## src/rtl/div_seq_pkg.sv

```systemverilog
// div_seq_pkg: shared core defines for the EX-stage divide sequencer.
// Widths, reset level and FSM state encodings.
package div_seq_pkg;

  localparam int RegWidth       = 32;
  localparam int DoubleRegWidth = 2 * RegWidth;
  localparam logic RstEnable    = 1'b1;

  typedef enum logic [1:0] {
    DSeqIdle  = 2'b00,
    DSeqRun   = 2'b01,
    DSeqRecov = 2'b10,
    DSeqDrain = 2'b11
  } dseq_state_e;

endpackage

```

## src/rtl/div_seq.sv

```systemverilog
// div_seq: launches the iterative divider from EX, stalls until done,
// presents {rem, quot} as HI/LO for one cycle, and cancels on flush.
module div_seq
  import div_seq_pkg::*;
#(
  parameter int REG_W   = RegWidth,
  parameter int TIMEOUT = 48
) (
  input  logic               clk,
  input  logic               rst,
  input  logic               ex_div_req,
  input  logic               ex_signed,
  input  logic [REG_W-1:0]   ex_op1,
  input  logic [REG_W-1:0]   ex_op2,
  input  logic               ex_flush,
  output logic               stall_req,
  output logic               div_start,
  output logic               div_cancel,
  output logic               div_signed,
  output logic [REG_W-1:0]   div_opdata1,
  output logic [REG_W-1:0]   div_opdata2,
  input  logic [2*REG_W-1:0] div_res,
  input  logic               div_done,
  output logic               hilo_valid,
  output logic [REG_W-1:0]   hi_o,
  output logic [REG_W-1:0]   lo_o,
  output logic               err_timeout
);

  localparam int CntW = 6;
  localparam logic [CntW-1:0] CntLast = CntW'(TIMEOUT - 1);
  localparam logic [CntW-1:0] CntOne  = CntW'(1);

  dseq_state_e     state;
  logic [CntW-1:0] cnt;
  logic            launch;
  logic            abort;

  assign launch = ex_div_req && !ex_flush;
  // done wins over a timeout landing in the same cycle
  assign abort  = ex_flush || (!div_done && cnt == CntLast);

  always_comb begin
    stall_req  = 1'b0;
    hilo_valid = 1'b0;
    if (rst != RstEnable) begin
      unique case (state)
        DSeqIdle: stall_req = launch;
        DSeqRun: begin
          stall_req  = !div_done;
          hilo_valid = div_done && !ex_flush;
        end
        DSeqRecov: stall_req = ex_div_req;
        DSeqDrain: stall_req = ex_div_req;
        default:   stall_req = 1'b0;
      endcase
    end
  end

  assign hi_o = hilo_valid ? div_res[2*REG_W-1:REG_W] : '0;
  assign lo_o = hilo_valid ? div_res[REG_W-1:0] : '0;

  always_ff @(posedge clk) begin
    if (rst == RstEnable) begin
      state       <= DSeqIdle;
      cnt         <= '0;
      div_start   <= 1'b0;
      div_cancel  <= 1'b0;
      div_signed  <= 1'b0;
      div_opdata1 <= '0;
      div_opdata2 <= '0;
      err_timeout <= 1'b0;
    end else begin
      err_timeout <= 1'b0;
      unique case (state)
        DSeqIdle: begin
          if (launch) begin
            div_opdata1 <= ex_op1;
            div_opdata2 <= ex_op2;
            div_signed  <= ex_signed;
            div_start   <= 1'b1;
            cnt         <= '0;
            state       <= DSeqRun;
          end
        end
        DSeqRun: begin
          if (abort) begin
            div_start   <= 1'b0;
            div_cancel  <= 1'b1;
            err_timeout <= !ex_flush;
            cnt         <= '0;
            state       <= DSeqDrain;
          end else if (div_done) begin
            div_start <= 1'b0;
            state     <= DSeqRecov;
          end else begin
            cnt <= cnt + CntOne;
          end
        end
        DSeqRecov: state <= DSeqIdle;
        DSeqDrain: begin
          if (cnt == CntOne) begin
            div_cancel <= 1'b0;
            state      <= DSeqIdle;
          end else begin
            cnt <= cnt + CntOne;
          end
        end
        default: state <= DSeqIdle;
      endcase
    end
  end

endmodule
```

## config.mk

```make
export PLATFORM = sky130hd
export DESIGN_NAME = div_seq
export DESIGN_NICKNAME = d
export VERILOG_FILES = /design/src/rtl/div_seq_pkg.sv /design/src/rtl/div_seq.sv
export SDC_FILE = /design/constraint.sdc
export NUM_CORES = 1
export LEC_CHECK = 0
export BUFFER_PORTS_ARGS = -buffer_cell sky130_fd_sc_hd__buf_2
export CORE_AREA = 2 2 104 106
export DETAILED_ROUTE_END_ITERATION = 8
export DIE_AREA = 0 0 106 108
export PLACE_DENSITY = 0.77
export SETUP_SLACK_MARGIN = 0.15
export SLEW_MARGIN = 0
export SYNTH_ARGS = -nofsm -noshare
export SYNTH_HDL_FRONTEND = slang
export SYNTH_SLANG_ARGS = --single-unit
```

## constraint.sdc

```tcl
create_clock -name clk -period 2.2 [get_ports clk]
set_input_delay 0.66 -clock clk [delete_from_list [all_inputs] [get_ports clk]]
set_output_delay 0.66 -clock clk [all_outputs]
set_load 0.02 [all_outputs]
```

==> results of run 1 <==
[cell type report]
type | count | area [µm²]
fill | 932 | 4305
timing repair buffer | 295 | 2085
multi-input combinational | 332 | 1914
sequential | 76 | 1524
tap | 136 | 170.2
clock buffer | 10 | 127.6
clock inverter | 6 | 88.84
antenna | 5 | 12.51
inverter | 1 | 3.754
[stage by stage]
| stage | instances | setup slack, ps | total power, µW | util [%] | hold WS [ps] |
|---|---|---|---|---|---|
| detailed placement | 831 | -265.4 | 2334 | 49.86 | 443.8 |
| finish | 861 | -189.2 | 3535 | 57.92 | 450.6 |
| floorplan | 443 | 96.47 | 1992 | - | 464.5 |
| global route | 861 | -218.9 | 3719 | 57.92 | 467.0 |
| CTS | 851 | -194.4 | 3547 | 55.56 | 454.5 |
| global placement | 831 | -214.7 | 2327 | 49.86 | 438.9 |
[worst min-delay path by stage]
stage / start / slack, ps / endpoint / cells after the start
floorplan: cnt[5]$_SDFFE_PP0P_ / 460 / cnt[5]$_SDFFE_PP0P_ / 2
global placement: div_opdata2[16]$_SDFFE_PP0P_ / 440 / div_opdata2[16]$_SDFFE_PP0P_ / 2
detailed placement: div_opdata1[11]$_SDFFE_PP0P_ / 440 / div_opdata1[11]$_SDFFE_PP0P_ / 2
CTS: div_opdata1[11]$_SDFFE_PP0P_ / 450 / div_opdata1[11]$_SDFFE_PP0P_ / 2
global route: div_opdata2[14]$_SDFFE_PP0P_ / 470 / div_opdata2[14]$_SDFFE_PP0P_ / 2
finish: div_opdata2[18]$_SDFFE_PP0P_ / 450 / div_opdata2[18]$_SDFFE_PP0P_ / 2
[placed cells by master, fill, tap and decap left out, types with 3 or more instances in the layout]
master     netlist  routed
clkbuf_8         0       9
a211oi_1         5       5
buf_12           0       4
mux2i_1          6       5
buf_6            1      68
nor2_1           8       8
nand2b_1         6       5
and2_2           0       8
clkbuf_16        0       3
nand2_1        137     136
buf_4            0      17
diode_2          0       5
and2_4           0      56
buf_2            8     201
nand3_1          3       3
dfxtp_1         76      74
and2_1          70       6
a21oi_1         67      67
nor2b_1          4       4
[cell families after synthesis]
group	share of synthesized area [%]
and+or+nand+nor	33.66
buffers and inverters	4.383
AOI/OAI and AO/OA	14.40
muxes	1.768
adders and majority gates	0.7365
DFF	44.79
xor gates and xnor gates	0.2579
[per-layer routing]
metal	vias to the layer above	wire, µm
li1	1985	-
met1	1865	5581
met2	228	7371
met3	46	1621
met4	0	864
met5	-	0
[worst register-to-register path: stages (launching register included)]
cell       delay (ps)
dfxtp_1           320
ha_1              260
nor4bb_4          190
a2111oi_2         350
nand2b_1          150
buf_4             170
mux2i_2           240
mux2i_1           190
[registers in the layout, summed over array words and instances (netlist names)]
name and cells:
div_start 1, div_signed 1, cnt 6, div_cancel 1, div_opdata2 32, state 2
err_timeout 1, div_opdata1 32
[repair_timing]
action                                  in CTS  in global routing
endpoints found under the setup margin      66                 68
setup buffers                                4                  1
cloned                                       0                  4
gates resized for setup                    109                 41
pin swaps                                    1                 10
[power by group through the flow]
stage	clock network (µW)	logic (µW)	registers, µW
after floorplan	0	362	1630
after global placement	0	797	1530
after detailed placement	0	800	1530
after CTS	1200	842	1510
after global routing	1250	947	1520
final	1150	880	1510
==> flow_summary_export.csv, run 1 <==
group,metric,value,unit
grt,grt_start_max_net_pins,74,
clock_network,clockRootBuffer,"clkbuf_8",
grt,grt.met2_usage,39.86,%
placed_design,gp_congestion,0.9860,
worst_setup_path,critPathRequiredTime,1540,ps
final_layout,nNetsFinal,851,
timing,rsz0062_at_grt,"true",
route,postRouteAntennaNets,0,
timing,fin_skew,5.143,ps
logic_synthesis,synth_seq_area_share,44.79,%
worst_setup_path,cp-start-kind,"input pin",
power_and_ir_drop,internal-power,2485,µW
clock_network,clockBufferDepth,2,
power_and_ir_drop,combPwrFrac,24.9,%
logic_synthesis,synth.most_common_cell,"nand2_1",
worst_setup_path,r2r-start,"cnt[0]$_SDFFE_PP0P_",
power_and_ir_drop,p_leak,0.002858,µW
worst_setup_path,cp-startpoint,"ex_flush",
route,finalWirelength,15.44,mm
worst_setup_path,worst-path-stages,6,
grt,grt_pass1_vias,3787,
timing,setup_tns,-9595,ps
logic_synthesis,netlist_top_cells_count,"nand2_1, dfxtp_1, and2_1, a21oi_1, clkbuf_1",
outcome,status,"finished with violations",
logic_synthesis,synth.top_cell.area_share,44.79,%
worst_setup_path,worstSetupEndpoint,"lo_o[29]",
route,vias,4124,
floorplanning,core.rowCount,37,
logic_synthesis,synth_fp_nets,579,
timing,max_freq,418.5,MHz
worst_setup_path,reg2regPathDepth,7,
floorplanning,die_area,0.01145,mm²
logic_synthesis,mappedNetlistArea,0.003397,mm²
placed_design,place_hpwl,10.93,mm
timing,layout_setup_ws,-189.2,ps
logic_synthesis,synth_edf_count,0,
worst_setup_path,worstPathCellList,"buf_2 > nor4b_4 > buf_6 > buf_12 > and2_2 > buf_6",
grt,use_met1,27.09,%
power_and_ir_drop,p_sw_share,29.70,%
logic_synthesis,yosysTopAreaCell,"dfxtp_1",
clock_network,path_clk_slew,70,ps
clock_network,cts_tree,"done",
outcome,violations,"setup timing",
power_and_ir_drop,vdd_drop_max,0.3641,mV
final_layout,drive_above_1_share,53.19,%
route,wl_per_cell,17.93,µm
floorplanning,top_level_ports,268,
worst_setup_path,timing.rr.end,"cnt[5]$_SDFFE_PP0P_",
logic_synthesis,yosys_warnings,0,
worst_setup_path,worstSetupPathType,"input pin to output pin",
timing,hold_viol_final,0,
clock_network,postCtsHoldBufs,0,
logic_synthesis,avgSynthCellArea,7.668,µm²
logic_synthesis,synth_seq_cells,76,
grt,grtUsageTotal,24.57,%
route,first_iter_violations,242,
placed_design,dpl-instance-area,0.005101,mm²
power_and_ir_drop,seqPwrFrac,42.6,%
logic_synthesis,async_reset_ff_share,0,%
worst_setup_path,path_common_cell,"buf_6",
route,drt-vias-per-instance,4.790,
grt,grt_antenna_before_repair,5,
worst_setup_path,max_stage_delay,300,ps
floorplanning,initial_core_util,33.20,%
logic_synthesis,synth_cell_types,35,
worst_setup_path,path_max_fanout,14,
worst_setup_path,end_kind,"output pin",
timing,setup_viol,65,
timing,final.min_clock_period,2389,ps
worst_setup_path,r2r_setup_slack,270,ps
worst_hold_path,hold_path.class,"register to register",
worst_setup_path,cp_slowest_cell,"nor4b_4",
timing,worstMarginPinSlew,787.3,ps
placed_design,numPortBuffers,267,
grt,grtUsageMet3,10.25,%
grt,gr-total-overflow,0,
grt,grt-busiest-layer,"met2",
final_layout,design_area,0.005926,mm²
route,drc,0,
clock_network,htreeDepth,3,
flow_run,cap_violations,0,
clock_network,clock_sinks,76,
floorplanning,die_width,106,µm
clock_network,cts_buffers,9,
floorplanning,die_h,108,µm
logic_synthesis,syn_inst,443,
power_and_ir_drop,pwr-share-clk,32.5,%
final_layout,area_growth_syn_to_layout,74.44,%
logic_synthesis,synth_area_leaders,"dfxtp_1, nand2_1, and2_1",
worst_setup_path,crit_family,"buffers and inverters",
timing,period_share,108.6,%
timing,slew_headroom,47.51,%
worst_setup_path,cp.buffers_inverters,4,
grt,grt_pass1_wl,21.22,mm
logic_synthesis,synth_ff_type,"dfxtp_1",
floorplanning,core_area,0.01023,mm²
power_and_ir_drop,power.density,596.6,mW/mm²
timing,slew_violations,0,
worst_setup_path,critical_path_arrival,1730,ps
clock_network,clk_latency,330,ps
power_and_ir_drop,switchingPower,1050,µW
route,drt-pass1-iter-count,6,
(Power assumes the default switching activity.)
==> inputs of run 2 (changes only) <==
- PLACE_DENSITY: 0.77 -> unset
- PLACE_DENSITY_LB_ADDON: unset -> 0.3
==> run 2 against run 1 <==
Via count is 1.9% lower; global-route usage is 0.75 points lower; the run still ends with setup timing left; setup slack worse by 11 ps; combinational power is 2% higher; wire length is 7.2% lower; core utilization is 0.11 points lower; first-iteration DRC count is 17% higher; largest cell class unchanged; clock-buffer cell count is 1 lower; register-to-register slack better by 20 ps; critical path type unchanged; sequential share of layout area hardly changed.
==> flow_summary_export.csv, run 2 (synthesized netlist as in run 1, its figures left out) <==
group,metric,value,unit
timing,period_share,109.1,%
grt,grtUsageTotal,23.82,%
route,finalWirelength,14.33,mm
worst_setup_path,worstSetupPathType,"input pin to output pin",
worst_setup_path,path_max_fanout,12,
clock_network,clock_sinks,76,
floorplanning,top_level_ports,268,
final_layout,fillers,929,
worst_hold_path,hold_path.class,"register to register",
timing,final.min_clock_period,2400,ps
route,wl_per_cell,16.84,µm
timing,slew_violations,0,
grt,grt_pass1_wl,20.82,mm
final_layout,fin_util,57.81,%
route,postRouteAntennaNets,0,
timing,layout_setup_ws,-199.9,ps
route,drt-vias-per-instance,4.752,
final_layout,reg_top3,"div_opdata1: 32 flops, div_opdata2: 32 flops, cnt: 6 flops",
placed_design,gp_congestion,0.9439,
final_layout,final_cell_mix,"buf_2, nand2_1, dfxtp_1",
grt,grt_pass1_vias,3885,
placed_design,dpl-instance-area,0.005091,mm²
floorplanning,die_width,106,µm
worst_setup_path,r2r_setup_slack,290,ps
floorplanning,initial_core_util,33.20,%
final_layout,nNetsFinal,844,
worst_setup_path,end_kind,"output pin",
timing,worstMarginPinSlew,408.8,ps
timing,max_freq,416.7,MHz
flow_run,cap_violations,0,
clock_network,htreeDepth,3,
timing,setup_viol,64,
worst_setup_path,critical_path_arrival,1740,ps
clock_network,postCtsHoldBufs,0,
timing,fin_skew,5.960,ps
route,drc,0,
outcome,status,"finished with violations",
final_layout,seq_area,0.001524,mm²
worst_setup_path,critPathRequiredTime,1540,ps
clock_network,path_clk_slew,70,ps
timing,rsz0062_at_grt,"true",
route,vias,4044,
grt,gr-total-overflow,0,
route,wl_met1,5.392,mm
power_and_ir_drop,vdd_drop_max,0.3314,mV
clock_network,cts_tree,"done",
clock_network,clk_latency,330,ps
route,drt-pass1-iter-count,4,
clock_network,cts_buffers,9,
timing,slew_headroom,72.54,%
outcome,violations,"setup timing",
final_layout,area_growth_syn_to_layout,74.11,%
floorplanning,core_area,0.01023,mm²
power_and_ir_drop,power.density,600.0,mW/mm²
worst_setup_path,cp-start-kind,"input pin",
route,met2_length,7.173,mm
clock_network,clockBufferDepth,2,
final_layout,final_common_cell,"buf_2",
final_layout,multi_input_comb_area,0.001961,mm²
grt,grt_antenna_before_repair,3,
timing,hold_viol_final,0,
clock_network,clockRootBuffer,"clkbuf_8",
grt,grt_start_max_net_pins,75,
final_layout,drive_above_1_share,52.95,%
floorplanning,core.rowCount,37,
placed_design,dp_slack,-191.0,ps
final_layout,design_area,0.005914,mm²
floorplanning,die_area,0.01145,mm²
placed_design,place_hpwl,10.33,mm
power_and_ir_drop,p_leak,0.002828,µW
floorplanning,die_h,108,µm
route,routed.top_layer,"met5",
route,first_iter_violations,282,
route,met3WireLength,1.522,mm
placed_design,numPortBuffers,267,
==> run 2: changes by cell type in the layout (fill, tap and decap cells not counted), moves of 2 or more <==
cell / before / now
buf_4: 17 / 11
and2_1: 6 / 10
and2_2: 8 / 4
buf_12: 4 / 6
diode_2: 5 / 3
==> run 2: area by class of cell <==
cell class / instances / area share [%]
repair buffers: 288 / 34.40
multi-input cells: 332 / 33.15
inverters: 1 / 0.06347
clock buffers: 9 / 2.094
well taps: 136 / 2.877
diodes: 3 / 0.1269
flip-flops and latches: 76 / 25.77
clock inverters: 6 / 1.523
==> run 2: final timing paths <==
check | start | endpoint | cells after the start
worst min register to register | div_opdata1[14]$_SDFFE_PP0P_ | div_opdata1[14]$_SDFFE_PP0P_ | 2
worst min-delay path | div_opdata1[14]$_SDFFE_PP0P_ | div_opdata1[14]$_SDFFE_PP0P_ | 2
worst max-delay path | rst | hi_o[10] | 6
worst max register to register | cnt[0]$_SDFFE_PP0P_ | cnt[5]$_SDFFE_PP0P_ | 7
==> run 2: metal layers <==
layer  global-route usage [%]  up-vias
met5                        0        -
met1                    28.70     1860
li1                         -     1970
met4                    6.767        2
met2                    41.24      190
met3                    7.294       22
==> run 2: where the power goes <==
part | total, µW | switching, µW | internal (µW)
clock network | 1150 | 511 | 634
registers | 1510 | 44.7 | 1460
logic | 896 | 505 | 390
total | 3550 | 1060 | 2490
==> run 2: stage by stage <==
stage	std cells	total power [µW]	TNS, ps	hold slack [ps]
final	851	3549	-9897	452.6
after CTS	847	3548	-10590	453.6
after floorplan	443	1992	0	464.5
after global placement	828	2317	-8563	438.1
after detailed placement	828	2331	-10760	443.0
after global routing	848	3727	-15520	468.5
==> run 2: critical path, cell delays in order <==
cell and delay, ps:
buf_2 130, nor4b_4 340, buf_6 180, clkbuf_16 170, and2_4 140, buf_6 110
==> run 2: repair_timing <==
| action | CTS | global route |
|---|---|---|
| cloned | 1 | 1 |
| gates resized for setup | 133 | 30 |
| setup buffers | 3 | 0 |
| pin swaps | 1 | 5 |
| setup endpoints to repair | 66 | 70 |
==> inputs of run 3 (changes only) <==
- RECOVER_POWER: unset -> 25
==> run 3 against run 2 <==
The flow still finishes with violations (setup timing); highest routed layer unchanged; core utilization decreased by 0.44 points; setup slack improved by 0.73 ps; clock-buffer cell count unchanged.
==> flow_summary_export.csv, run 3 (synthesized netlist as in run 1, its figures left out) <==
group,metric,value,unit
worst_setup_path,worstSetupEndpoint,"hi_o[10]",
final_layout,fillers,943,
timing,layout_setup_ws,-199.1,ps
worst_setup_path,path_common_cell,"buf_6",
placed_design,gp_congestion,0.9439,
final_layout,seq_area,0.001524,mm²
placed_design,place_hpwl,10.33,mm
grt,grt_pass1_vias,3885,
final_layout,multi_input_comb_area,0.001961,mm²
floorplanning,die_area,0.01145,mm²
timing,period_share,109.1,%
grt,grt.met2_usage,41.24,%
power_and_ir_drop,vdd_drop_max,0.3314,mV
worst_setup_path,worstSetupPathType,"input pin to output pin",
timing,slew_headroom,65.26,%
final_layout,final_common_cell,"buf_2",
worst_setup_path,path_max_fanout,12,
worst_setup_path,timing.rr.end,"cnt[5]$_SDFFE_PP0P_",
worst_hold_path,hold_path.class,"register to register",
clock_network,path_clk_slew,70,ps
route,finalWirelength,14.41,mm
route,first_iter_violations,262,
worst_setup_path,worstPathCellList,"buf_2 > nor4b_4 > buf_6 > clkbuf_16 > and2_4 > buf_6",
floorplanning,core_area,0.01023,mm²
timing,worstMarginPinSlew,517.1,ps
grt,grtUsageMet3,7.294,%
timing,rsz0062_at_grt,"true",
timing,slew_violations,0,
floorplanning,core.rowCount,37,
placed_design,numPortBuffers,267,
grt,grtUsageTotal,23.82,%
route,drc,0,
floorplanning,die_h,108,µm
clock_network,clockBufferDepth,2,
route,drt-vias-per-instance,4.759,
worst_setup_path,cp-start-kind,"input pin",
clock_network,cts_tree,"done",
route,drt-pass1-iter-count,4,
power_and_ir_drop,finalPower,3540,µW
floorplanning,top_level_ports,268,
timing,hold_viol_final,0,
power_and_ir_drop,p_leak,0.002677,µW
worst_setup_path,end_kind,"output pin",
timing,final.min_clock_period,2399,ps
clock_network,htreeDepth,3,
final_layout,area_growth_syn_to_layout,72.78,%
worst_setup_path,r2r_setup_slack,290,ps
worst_setup_path,r2r-start,"cnt[0]$_SDFFE_PP0P_",
outcome,status,"finished with violations",
grt,use_met1,28.70,%
worst_setup_path,cp_slowest_cell,"nor4b_4",
worst_setup_path,cp-startpoint,"rst",
route,vias,4050,
timing,fin_skew,5.393,ps
grt,gr-total-overflow,0,
final_layout,drive_above_1_share,47.89,%
outcome,violations,"setup timing",
final_layout,final_cell_mix,"buf_2, nand2_1, dfxtp_1",
route,postRouteAntennaNets,0,
clock_network,clk_latency,330,ps
grt,grt_antenna_before_repair,3,
timing,setup_viol,64,
clock_network,cts_buffers,9,
flow_run,cap_violations,0,
final_layout,nNetsFinal,844,
worst_setup_path,critPathRequiredTime,1540,ps
timing,timing.hold.ws,454.5,ps
floorplanning,initial_core_util,33.20,%
timing,max_freq,416.8,MHz
worst_setup_path,reg2regPathDepth,7,
worst_setup_path,max_stage_delay,340,ps
final_layout,reg_top3,"div_opdata1: 32 flops, div_opdata2: 32 flops, cnt: 6 flops",
power_and_ir_drop,power.density,603.1,mW/mm²
route,wl_per_cell,16.93,µm
grt,grt-busiest-layer,"met2",
clock_network,clockRootBuffer,"clkbuf_8",
grt,grt_pass1_wl,20.82,mm
clock_network,clock_sinks,76,
timing,setup_tns,-9921,ps
floorplanning,die_width,106,µm
grt,grt_start_max_net_pins,75,
worst_setup_path,critical_path_arrival,1740,ps
[run 3: changes by cell type in the layout (fill, tap and decap cells not counted)]
cell	previous run	this run
clkbuf_1	0	36
buf_2	200	164
[run 3: cell type report]
| type | instances | share of cell area [%] |
|---|---|---|
| clock inverter | 6 | 1.535 |
| tap | 136 | 2.899 |
| timing repair buffer | 288 | 33.89 |
| inverter | 1 | 0.06395 |
| clock buffer | 9 | 2.110 |
| multi-input combinational | 332 | 33.40 |
| antenna | 3 | 0.1279 |
| sequential | 76 | 25.96 |
[run 3: how the worst min path moves through the flow]
stage / start / to / slack [ps] / cells after the start
4_1_cts: div_opdata1[14]$_SDFFE_PP0P_ / div_opdata1[14]$_SDFFE_PP0P_ / 450 / 2
3_5_place_dp: div_opdata1[14]$_SDFFE_PP0P_ / div_opdata1[14]$_SDFFE_PP0P_ / 440 / 2
6_report: div_opdata1[14]$_SDFFE_PP0P_ / div_opdata1[14]$_SDFFE_PP0P_ / 450 / 2
3_3_place_gp: div_opdata1[23]$_SDFFE_PP0P_ / div_opdata1[23]$_SDFFE_PP0P_ / 440 / 2
5_1_grt: div_opdata2[5]$_SDFFE_PP0P_ / div_opdata2[5]$_SDFFE_PP0P_ / 470 / 2
2_1_floorplan: cnt[5]$_SDFFE_PP0P_ / cnt[5]$_SDFFE_PP0P_ / 460 / 2
[run 3: power breakdown]
part	internal [µW]	total [µW]	switching, µW	leakage (µW)
logic	380	887	507	0.00195
registers	1460	1510	46.1	0.000619
clock network	634	1140	509	0.000105
[run 3: per-layer routing]
layer  wire length, µm  vias up
li1                  -     1970
met1              5455     1863
met2              7216      193
met3              1494       22
met4               228        2
met5                12        -
[run 3: worst max-delay path: cells and delay by family]
| family | cells | cell delay (ps) |
|---|---|---|
| and+or+nand+nor | 2 | 480 |
| buffers and inverters | 4 | 580 |
[run 3: per-stage QoR]
| stage | instances | util, % | setup WS, ps | cell area (µm²) |
|---|---|---|---|---|
| 3_5_place_dp | 828 | 49.76 | -191.0 | 5091 |
| 3_3_place_gp | 828 | 49.76 | -148.3 | 5091 |
| 5_1_grt | 848 | 57.29 | -283.9 | 5862 |
| 4_1_cts | 847 | 56.49 | -185.5 | 5779 |
| 6_report | 851 | 57.37 | -199.1 | 5869 |
| 2_1_floorplan | 443 | - | 96.47 | 3612 |
[run 3: timing repair]
item | in CTS | in global routing
endpoints found under the setup margin | 66 | 70
cloned | 1 | 1
hold buffers | 0 | 0
pin swaps | 1 | 5
gates resized for setup | 133 | 30
setup buffers | 3 | 0
